$ cat src/rtl/apb_periph_demux_if.sv
// APB fan-out bundle: one upstream requester port plus NUM_SUBS broadcast peripheral ports.
// The demux connects through 'slave'; the requester/peripheral side connects through 'master'.
interface apb_periph_demux_if #(
    parameter int NUM_SUBS = 4
);
    logic                     s_psel;
    logic                     s_penable;
    logic                     s_pwrite;
    logic [31:0]              s_paddr;
    logic [31:0]              s_pwdata;
    logic [3:0]               s_pstrb;
    logic [2:0]               s_pprot;
    logic [31:0]              s_prdata;
    logic                     s_pready;
    logic                     s_pslverr;

    logic [NUM_SUBS-1:0]      m_psel;
    logic                     m_penable;
    logic [31:0]              m_paddr;
    logic                     m_pwrite;
    logic [31:0]              m_pwdata;
    logic [3:0]               m_pstrb;
    logic [2:0]               m_pprot;
    logic [32*NUM_SUBS-1:0]   m_prdata;
    logic [NUM_SUBS-1:0]      m_pready;
    logic [NUM_SUBS-1:0]      m_pslverr;

    modport slave (
        input  s_psel, s_penable, s_pwrite, s_paddr, s_pwdata, s_pstrb, s_pprot,
        output s_prdata, s_pready, s_pslverr,
        output m_psel, m_penable, m_paddr, m_pwrite, m_pwdata, m_pstrb, m_pprot,
        input  m_prdata, m_pready, m_pslverr
    );

    modport master (
        output s_psel, s_penable, s_pwrite, s_paddr, s_pwdata, s_pstrb, s_pprot,
        input  s_prdata, s_pready, s_pslverr,
        input  m_psel, m_penable, m_paddr, m_pwrite, m_pwdata, m_pstrb, m_pprot,
        output m_prdata, m_pready, m_pslverr
    );
endinterface

$ cat src/rtl/apb_periph_demux.sv
// APB address-decoded fan-out to NUM_SUBS peripherals, with decode-error completion
// and a wait-state timeout so a stuck peripheral can never hang the requester.
module apb_periph_demux #(
    parameter int          NUM_SUBS      = 4,
    parameter logic [31:0] BASE_ADDR     = 32'h0300_0000,
    parameter int          SUB_SPAN_BITS = 12,
    parameter int          TIMEOUT_CYC   = 255
) (
    input  logic                 clk_i,
    input  logic                 rst_ni,
    apb_periph_demux_if.slave    bus,
    output logic                 decerr_o,
    output logic                 timeout_o,
    output logic [7:0]           err_cnt_o
);

    localparam int          IDX_W   = (NUM_SUBS > 1) ? $clog2(NUM_SUBS) : 1;
    localparam int          TAG_LSB = SUB_SPAN_BITS + IDX_W;
    localparam logic [15:0] TMO     = TIMEOUT_CYC[15:0];
    localparam bit          TMO_EN  = (TIMEOUT_CYC != 0);
    localparam logic [IDX_W:0] NUM_L = NUM_SUBS[IDX_W:0];

    typedef enum logic [1:0] {IDLE, ACCESS, DECERR} state_e;

    state_e            state_q, state_d;
    logic [IDX_W-1:0]  idx, idx_q, idx_d;
    logic              hit;
    logic [15:0]       cnt_q, cnt_d;
    logic              sel_ready, sel_err;
    logic [31:0]       sel_rdata;

    assign idx = bus.s_paddr[SUB_SPAN_BITS +: IDX_W];
    assign hit = (bus.s_paddr[31:TAG_LSB] == BASE_ADDR[31:TAG_LSB]) && ({1'b0, idx} < NUM_L);

    assign sel_ready = bus.m_pready[idx_q];
    assign sel_err   = bus.m_pslverr[idx_q];
    assign sel_rdata = bus.m_prdata[32*idx_q +: 32];

    // Address/data phase signals are broadcast; only psel steers the transfer.
    assign bus.m_paddr  = bus.s_paddr;
    assign bus.m_pwrite = bus.s_pwrite;
    assign bus.m_pwdata = bus.s_pwdata;
    assign bus.m_pstrb  = bus.s_pstrb;
    assign bus.m_pprot  = bus.s_pprot;

    always_ff @(posedge clk_i or negedge rst_ni) begin
        if (!rst_ni) begin
            state_q <= IDLE;
            idx_q   <= '0;
            cnt_q   <= '0;
        end else begin
            state_q <= state_d;
            idx_q   <= idx_d;
            cnt_q   <= cnt_d;
        end
    end

    always_comb begin
        state_d       = state_q;
        idx_d         = idx_q;
        cnt_d         = cnt_q;
        bus.m_psel    = '0;
        bus.m_penable = 1'b0;
        bus.s_pready  = 1'b0;
        bus.s_pslverr = 1'b0;
        bus.s_prdata  = '0;
        decerr_o      = 1'b0;
        timeout_o     = 1'b0;
        case (state_q)
            IDLE: begin
                cnt_d = '0;
                if (bus.s_psel && !bus.s_penable) begin
                    for (int i = 0; i < NUM_SUBS; i++) begin
                        bus.m_psel[i] = hit && (idx == IDX_W'(i));
                    end
                    idx_d   = idx;
                    state_d = hit ? ACCESS : DECERR;
                end
            end
            ACCESS: begin
                if (!bus.s_psel) begin
                    // Requester abandoned the transfer: drop out silently.
                    state_d = IDLE;
                    cnt_d   = '0;
                end else begin
                    for (int i = 0; i < NUM_SUBS; i++) begin
                        bus.m_psel[i] = (idx_q == IDX_W'(i));
                    end
                    bus.m_penable = bus.s_penable;
                    bus.s_pslverr = sel_err;
                    if (sel_ready) begin
                        bus.s_pready = 1'b1;
                        bus.s_prdata = sel_rdata;
                        state_d      = IDLE;
                        cnt_d        = '0;
                    end else if (TMO_EN && (cnt_q == TMO)) begin
                        bus.s_pready  = 1'b1;
                        bus.s_pslverr = 1'b1;
                        timeout_o     = 1'b1;
                        state_d       = IDLE;
                        cnt_d         = '0;
                    end else begin
                        cnt_d = cnt_q + 16'd1;
                    end
                end
            end
            DECERR: begin
                if (!bus.s_psel) begin
                    state_d = IDLE;
                end else begin
                    bus.s_pready  = 1'b1;
                    bus.s_pslverr = 1'b1;
                    decerr_o      = 1'b1;
                    state_d       = IDLE;
                end
                cnt_d = '0;
            end
            default: begin
                state_d = IDLE;
                cnt_d   = '0;
            end
        endcase
    end

    always_ff @(posedge clk_i or negedge rst_ni) begin
        if (!rst_ni) begin
            err_cnt_o <= '0;
        end else if ((decerr_o || timeout_o) && (err_cnt_o != 8'hFF)) begin
            err_cnt_o <= err_cnt_o + 8'd1;
        end
    end

endmodule

$ cat src/flat_wrapper.sv
// flat-port wrapper written by rule: the top's interface ports become plain ports
module apb_periph_demux_flat 
#(
    parameter int          NUM_SUBS      = 4,
    parameter logic [31:0] BASE_ADDR     = 32'h0300_0000,
    parameter int          SUB_SPAN_BITS = 12,
    parameter int          TIMEOUT_CYC   = 255
)
  (clk_i, rst_ni, decerr_o, timeout_o, err_cnt_o, bus_s_psel, bus_s_penable, bus_s_pwrite, bus_s_paddr, bus_s_pwdata, bus_s_pstrb, bus_s_pprot, bus_s_prdata, bus_s_pready, bus_s_pslverr, bus_m_psel, bus_m_penable, bus_m_paddr, bus_m_pwrite, bus_m_pwdata, bus_m_pstrb, bus_m_pprot, bus_m_prdata, bus_m_pready, bus_m_pslverr);
  apb_periph_demux_if #(.NUM_SUBS(NUM_SUBS)) bus_i ();
  input  logic clk_i;
  input  logic rst_ni;
  output logic decerr_o;
  output logic timeout_o;
  output logic [7:0] err_cnt_o;
  input wire logic [$bits(bus_i.s_psel)-1:0] bus_s_psel;
  input wire logic [$bits(bus_i.s_penable)-1:0] bus_s_penable;
  input wire logic [$bits(bus_i.s_pwrite)-1:0] bus_s_pwrite;
  input wire logic [$bits(bus_i.s_paddr)-1:0] bus_s_paddr;
  input wire logic [$bits(bus_i.s_pwdata)-1:0] bus_s_pwdata;
  input wire logic [$bits(bus_i.s_pstrb)-1:0] bus_s_pstrb;
  input wire logic [$bits(bus_i.s_pprot)-1:0] bus_s_pprot;
  output wire logic [$bits(bus_i.s_prdata)-1:0] bus_s_prdata;
  output wire logic [$bits(bus_i.s_pready)-1:0] bus_s_pready;
  output wire logic [$bits(bus_i.s_pslverr)-1:0] bus_s_pslverr;
  output wire logic [$bits(bus_i.m_psel)-1:0] bus_m_psel;
  output wire logic [$bits(bus_i.m_penable)-1:0] bus_m_penable;
  output wire logic [$bits(bus_i.m_paddr)-1:0] bus_m_paddr;
  output wire logic [$bits(bus_i.m_pwrite)-1:0] bus_m_pwrite;
  output wire logic [$bits(bus_i.m_pwdata)-1:0] bus_m_pwdata;
  output wire logic [$bits(bus_i.m_pstrb)-1:0] bus_m_pstrb;
  output wire logic [$bits(bus_i.m_pprot)-1:0] bus_m_pprot;
  input wire logic [$bits(bus_i.m_prdata)-1:0] bus_m_prdata;
  input wire logic [$bits(bus_i.m_pready)-1:0] bus_m_pready;
  input wire logic [$bits(bus_i.m_pslverr)-1:0] bus_m_pslverr;
  assign bus_i.s_psel = bus_s_psel;
  assign bus_i.s_penable = bus_s_penable;
  assign bus_i.s_pwrite = bus_s_pwrite;
  assign bus_i.s_paddr = bus_s_paddr;
  assign bus_i.s_pwdata = bus_s_pwdata;
  assign bus_i.s_pstrb = bus_s_pstrb;
  assign bus_i.s_pprot = bus_s_pprot;
  assign bus_s_prdata = bus_i.s_prdata;
  assign bus_s_pready = bus_i.s_pready;
  assign bus_s_pslverr = bus_i.s_pslverr;
  assign bus_m_psel = bus_i.m_psel;
  assign bus_m_penable = bus_i.m_penable;
  assign bus_m_paddr = bus_i.m_paddr;
  assign bus_m_pwrite = bus_i.m_pwrite;
  assign bus_m_pwdata = bus_i.m_pwdata;
  assign bus_m_pstrb = bus_i.m_pstrb;
  assign bus_m_pprot = bus_i.m_pprot;
  assign bus_i.m_prdata = bus_m_prdata;
  assign bus_i.m_pready = bus_m_pready;
  assign bus_i.m_pslverr = bus_m_pslverr;
  apb_periph_demux #(.NUM_SUBS(NUM_SUBS), .BASE_ADDR(BASE_ADDR), .SUB_SPAN_BITS(SUB_SPAN_BITS), .TIMEOUT_CYC(TIMEOUT_CYC)) u_core (.clk_i(clk_i), .rst_ni(rst_ni), .bus(bus_i), .decerr_o(decerr_o), .timeout_o(timeout_o), .err_cnt_o(err_cnt_o));
endmodule
$ cat config.mk
export PLATFORM = sky130hd
export DESIGN_NAME = apb_periph_demux_flat
export DESIGN_NICKNAME = d
export VERILOG_FILES = /design/src/rtl/apb_periph_demux_if.sv /design/src/rtl/apb_periph_demux.sv /design/src/flat_wrapper.sv
export SDC_FILE = /design/constraint.sdc
export NUM_CORES = 1
export LEC_CHECK = 0
export CAP_MARGIN = 20
export CORE_AREA = 4 4 128 130
export DETAILED_ROUTE_END_ITERATION = 10
export DIE_AREA = 0 0 132 134
export GPL_ROUTABILITY_DRIVEN = 0
export PLACE_DENSITY = 0.66
export SETUP_SLACK_MARGIN = 0.4
export SYNTH_ARGS = -nofsm -noshare
export SYNTH_HDL_FRONTEND = slang
export SYNTH_SLANG_ARGS = --single-unit
$ cat constraint.sdc
create_clock -name clk_i -period 5.2 [get_ports clk_i]
set_input_delay 0.52 -clock clk_i [delete_from_list [all_inputs] [get_ports clk_i]]
set_output_delay 0.52 -clock clk_i [all_outputs]
set_load 0.01 [all_outputs]
## Yosys cells after proc, flatten, opt, wreduce, memory -nomap -nowiden

Cells that the tools add are included.

- Bits in registers: 28
- Input port bits: 212
- Output and inout port bits: 121
- Logic and storage cells: 69

- Add/subtract/negate cells: 2
- Order comparisons: 1
- Equal/unequal tests: 13
- Shift operators: 1
- Multiplexer cells: 35
- Reductions and logical operators: 13

Operators by type and width:

| cell | number |
|---|---|
| variable part select 128 x 8 -> 32 bit | 1 |
| 2-to-1 mux 32 bit | 3 |
| 2-to-1 mux 16 bit | 4 |
| == test 18 x 12 -> 1 bit (second input constant) | 1 |
| adder 16 x 1 -> 16 bit (second input constant) | 1 |
| == test 16 x 8 -> 1 bit (second input constant) | 1 |
| 2-to-1 mux 1 bit | 15 |
| == test 2 bit (second input constant) | 5 |
| 2-to-1 mux 2 bit | 5 |
| adder 8 x 1 -> 8 bit (second input constant) | 1 |
| 2-to-1 mux 4 bit | 2 |
| inequality test 8 bit (second input constant) | 1 |
| one-hot mux 4 bit (2 select lines) | 1 |
| == test 2 x 1 -> 1 bit (second input constant) | 3 |
| logical AND 1 bit | 6 |
| logical NOT 2 bit | 3 |
| binary-select mux 1 bit (select 2 bit) | 2 |
| inequality test 4 x 2 -> 1 bit (second input constant) | 1 |
| one-hot mux 1 bit (2 select lines) | 2 |
| one-hot mux 2 bit (2 select lines) | 1 |
| AND reduction 2 bit | 2 |
| < comparator 2 x 3 -> 1 bit (second input constant) | 1 |
| inequality test 2 x 1 -> 1 bit (second input constant) | 1 |
| logical NOT 1 bit | 1 |
| logical OR 1 bit | 1 |

## Depth between registers and ports, before layout

- Word-level depth: 7
- Mapped depth: 8
- Depth with buffers taken out: 7

## Worst setup path before layout

No wires, ideal clock.

- Path kind: input -> output
- Start: in bus_s_paddr[17]
- End: out bus_m_psel[0]
- Arrival time: 1,851 ps
- Data required time: 4,680 ps
- Setup slack: 2,829 ps
- Stages on the path: 5
- Buffers on the path: 0
- Cell sequence: or4_1 -> nor3_1 -> and4_1 -> nand3_1 -> o32ai_1

- Longest elaborated chain between the ends: 4

RTL lines:

| element | RTL line | text |
|---|---|---|
| from (decl) | flat_wrapper.sv:19 | `input wire logic [$bits(bus_i.s_paddr)-1:0] bus_s_paddr;` |
| == test 18 x 12 -> 1 bit | apb_periph_demux.sv:33 | `assign hit = (bus.s_paddr[31:TAG_LSB] == BASE_ADDR[31:TAG_LSB]) && ({1'b0, idx} < NUM_L);` |
| logical AND 1 bit | apb_periph_demux.sv:74 | `bus.m_psel[i] = hit && (idx == IDX_W'(i));` |
| 2-to-1 mux 4 bit | apb_periph_demux.sv:72 | `if (bus.s_psel && !bus.s_penable) begin` |
| one-hot mux 4 bit (2 select lines) | apb_periph_demux.sv:69 | `case (state_q)` |
| to (decl) | flat_wrapper.sv:26 | `output wire logic [$bits(bus_i.m_psel)-1:0] bus_m_psel;` |

No other way between the ends.

## Worst setup path in the final report

- Start: reg u_core.idx_q[0]
- End: out bus_s_pslverr

- Longest elaborated chain between the ends: 6
- Elaborated cells on any way between the ends: 8
- Classes of those cells: mux (8)

RTL lines:

| element | RTL line | text |
|---|---|---|
| from (decl) | apb_periph_demux.sv:26 | `logic [IDX_W-1:0] idx, idx_q, idx_d;` |
| from (signal assigned) | apb_periph_demux.sv:53 | `idx_q <= idx_d;` |
| binary-select mux 1 bit (select 2 bit) | apb_periph_demux.sv:36 | `assign sel_err = bus.m_pslverr[idx_q];` |
| 2-to-1 mux 1 bit (not written as such) | apb_periph_demux.sv:36 |  |
| 2-to-1 mux 1 bit | apb_periph_demux.sv:96 | `end else if (TMO_EN && (cnt_q == TMO)) begin` |
| 2-to-1 mux 1 bit * | apb_periph_demux.sv:91 | `if (sel_ready) begin` |
| 2-to-1 mux 1 bit * | apb_periph_demux.sv:81 | `if (!bus.s_psel) begin` |
| one-hot mux 1 bit (2 select lines) * | apb_periph_demux.sv:69 |  |
| to (decl) | flat_wrapper.sv:25 | `output wire logic [$bits(bus_i.s_pslverr)-1:0] bus_s_pslverr;` |

Every way passes the cells marked *; elsewhere a longest branch is shown, timed or not. The select of a mux whose other input is x is not followed.

==> flow_metrics.env <==
export IMPL_outcome="complete, no violations"
export IMPL_grt_overflow=0
export IMPL_post_route_period_util_pct=71.67
export IMPL_pwr_share_seq_pct=30.0
export IMPL_fmax_ghz=0.2683
export IMPL_fill_cells=1503
export IMPL_yosysTopAreaCell="mux4_2"
export IMPL_die_y_um=134
export IMPL_finalInstanceArea_mm2=0.005182
export IMPL_cts_setup_buffers=0
export IMPL_hold_buffers=0
export IMPL_dr_pass1_iters=4
export IMPL_cts_reportedPaths_clkPinSlew_ns=0.07
export IMPL_p_sw_uw=285.0
export IMPL_cap_violations=0
export IMPL_post_cts_resized=0
export IMPL_cpMostUsedCell="buf_4"
export IMPL_synth_area_mm2=0.003162
export IMPL_diodes=0
export IMPL_placed_area_mm2=0.005104
export IMPL_cp_slowest_stage_delay_ns=0.77
export IMPL_synth_area_leaders="mux4_2, dfrtp_1, buf_4"
export IMPL_postLayoutSetupSlackWorst_ns=1.473
export IMPL_numClockSinks=28
export IMPL_wire_per_inst_um=19.25
export IMPL_grt_pass1_wl_um=18800
export IMPL_cts_root_buf="clkbuf_16"
export IMPL_areaGrowthSynthToFinish_pct=63.91
export IMPL_wl_met3_um=1316
export IMPL_worstSetupEndpointType="output pin"
export IMPL_cp_max_fo=21
export IMPL_postSynthCellCount=314
export IMPL_tightest_slew_ns=0.6155
export IMPL_drtIter0Drc=124
export IMPL_clockPowerShare_pct=18.2
export IMPL_numCtsBuffers=3
export IMPL_worstPathCellList="buf_4, mux2i_1, a2bb2oi_1, o41ai_2, buf_4, a31oi_1, nor2b_1, clkdlybuf4s50_1"
export IMPL_wl_um=12550
export IMPL_ys_types=47
export IMPL_p_per_area_mw_per_mm2=186.6
export IMPL_first_global_vias=3278
export IMPL_nets=682
export IMPL_synthArstFlopShare_pct=100.0
export IMPL_htree_levels=1
export IMPL_min_period_ns=3.727
export IMPL_combPwrFrac_pct=51.8
export IMPL_syn_nets=531
export IMPL_wl_met1_um=4685
export IMPL_top_layer_used="met4"
export IMPL_irDropWorstVdd_mv=0.1556
export IMPL_core_mm2=0.01515
export IMPL_antenna_found_initial=0
export IMPL_drc=0
export IMPL_arrival_ns=3.21
export IMPL_hp_class="flip-flop to flip-flop"
export IMPL_port_buffer_count=228
export IMPL_grt_max_degree=36
export IMPL_internal_power_uw=681.9
export IMPL_relSlewSlack_pct=58.97
export IMPL_whs_ns=0.4842
export IMPL_synth_edff_count=0
export IMPL_die_area_mm2=0.01769
export IMPL_pin_count=333
export IMPL_startpoint_type="flip-flop"
export IMPL_via_per_inst=4.540
export IMPL_rows=45
export IMPL_clock_path_buffers=2
export IMPL_grt_use_total_pct=13.48
export IMPL_chipWidth_um=132
export IMPL_cts_tree="built"
export IMPL_rsz0062_at_grt="no"
export IMPL_ant_nets=0
export IMPL_slowest_stage="dfrtp_2"
export IMPL_post_dp_hpwl_um=10670
export IMPL_crit_type="flip-flop to output pin"
export IMPL_drv_slew=0
export IMPL_fin_skew_ns=0.001894
export IMPL_ys_seq_area_share_pct=22.16
export IMPL_synthFlopType="dfrtp_1"
export IMPL_vias=2960
export IMPL_leakagePower_uw=0.001866
export IMPL_yosys_warnings=0
export IMPL_yosys_area_top_type_share_pct=23.51
export IMPL_ys_ff_latch=28
export IMPL_swShare_pct=29.48
export IMPL_avgSynthCellArea_um2=10.07
export IMPL_cp_required_ns=4.68
export IMPL_initial_core_util_pct=20.88
export IMPL_met2_length_um=6278
export IMPL_worstSkewPairLatency_ns=0.26
export IMPL_layout_drive_gt1_share_pct=11.42
export IMPL_pre_cts_ws_ns=1.672
export IMPL_fin_setup_tns_ns=0
export IMPL_finalSetupViolCount=0
export IMPL_hold_viol_final=0
Yosys cell counts, types with 2 or more instances:
master / number
nor4_1: 2
nand2_1: 9
or4_4: 2
ha_1: 5
o32ai_1: 4
nand4_1: 4
nor3_1: 2
a31oi_1: 4
xnor2_1: 7
xor2_1: 10
inv_1: 9
a21oi_1: 4
nor2_1: 20
o211ai_1: 2
o21ai_0: 2
and2_1: 3
buf_2: 4
mux4_2: 33
buf_4: 73
nand3_1: 13
and3_1: 6
dfrtp_1: 28
nor2b_1: 35
and4_1: 3
clkbuf_1: 8
metrics by stage:
| stage | utilization [%] | power, µW | instances |
|---|---|---|---|
| floorplan | - | 614.4 | 314 |
| global placement | 33.70 | 790.8 | 648 |
| detailed placement | 33.70 | 800.3 | 648 |
| CTS | 34.22 | 981.6 | 652 |
| global route | 34.22 | 1021 | 652 |
| finish | 34.22 | 966.9 | 652 |
final timing paths:
kind	from	endpoint	slack, ns	cells after the start
max reg2reg	u_core.idx_q[0]	u_core.err_cnt_o[1]	2.37	7
max	u_core.idx_q[0]	bus_s_pslverr	1.47	8
max in group asynchronous	rst_ni	u_core.idx_q[0]	4.26	2
min	u_core.cnt_q[0]	u_core.cnt_q[0]	0.48	1
min in group asynchronous	rst_ni	u_core.err_cnt_o[0]	0.64	2
min reg2reg	u_core.cnt_q[0]	u_core.cnt_q[0]	0.48	1
layer usage:
| layer | vias to the layer above | global-route usage (%) |
|---|---|---|
| met3 | 32 | 5.476 |
| met2 | 164 | 24.34 |
| met1 | 1403 | 14.94 |
| met5 | - | 0 |
| met4 | 0 | 2.859 |
| li1 | 1361 | - |
worst max-delay path: cells and delay by family, from the launching register on:
family,cells,cell delay (ns)
flops,1,0.77
compound gates,3,0.50
buf+inv,3,1.24
simple gates,1,0.13
mux,1,0.30
final cells by class:
| cell class | instances | area (µm²) | share of cell area, % |
|---|---|---|---|
| clock buffers | 4 | 78.83 | 1.521 |
| inverters | 9 | 33.78 | 0.6519 |
| multi-input cells | 190 | 1813 | 34.98 |
| flip-flops and latches | 28 | 701.9 | 13.54 |
| repair buffers | 233 | 2320 | 44.76 |
| well taps | 188 | 235.2 | 4.539 |
placed cells by master, fill, tap and decap left out, drive strengths merged, types with 2 or more instances in the layout:
cell,instances
a31oi,4
dfrtp,28
nor3,2
ha,5
clkbuf,4
or4,3
nor4,3
mux4,33
nor2,20
nand2,9
nand4,5
buf,5
o32ai,4
a21oi,4
o211ai,2
and3,7
nand3,13
inv,9
and4,4
mux2,2
xor2,10
clkdlybuf4s50,228
nor2b,35
xnor2,8
and2,4
o21ai,2
cell families (layout without fill, tap and decap cells):
| kind of cell | count (synthesis) | in the layout | share of synthesized area (%) |
|---|---|---|---|
| AND/OR/NAND/NOR | 110 | 110 | 20.78 |
| XOR/XNOR | 18 | 18 | 5.224 |
| flip-flops | 28 | 28 | 22.16 |
| buffers and inverters | 96 | 246 | 20.50 |
| adder cells (fa/ha/maj) | 5 | 5 | 1.979 |
| AO/OA/AOI/OAI | 21 | 21 | 4.828 |
| multiplexers | 36 | 36 | 24.53 |
power groups by stage:
stage                     sequential [µW]  clock, µW  combinational [µW]
after floorplan                       276          0                 338
after global placement                293          0                 498
after detailed placement              295          0                 505
after CTS                             292        181                 508
after global routing                  299        190                 532
final                                 290        176                 501
state kept, by name (all words and copies together) (netlist names):
register	flops
u_core.cnt_q	16
u_core.idx_q	2
u_core.state_q	2
u_core.err_cnt_o	8
(Power assumes the default switching activity.)
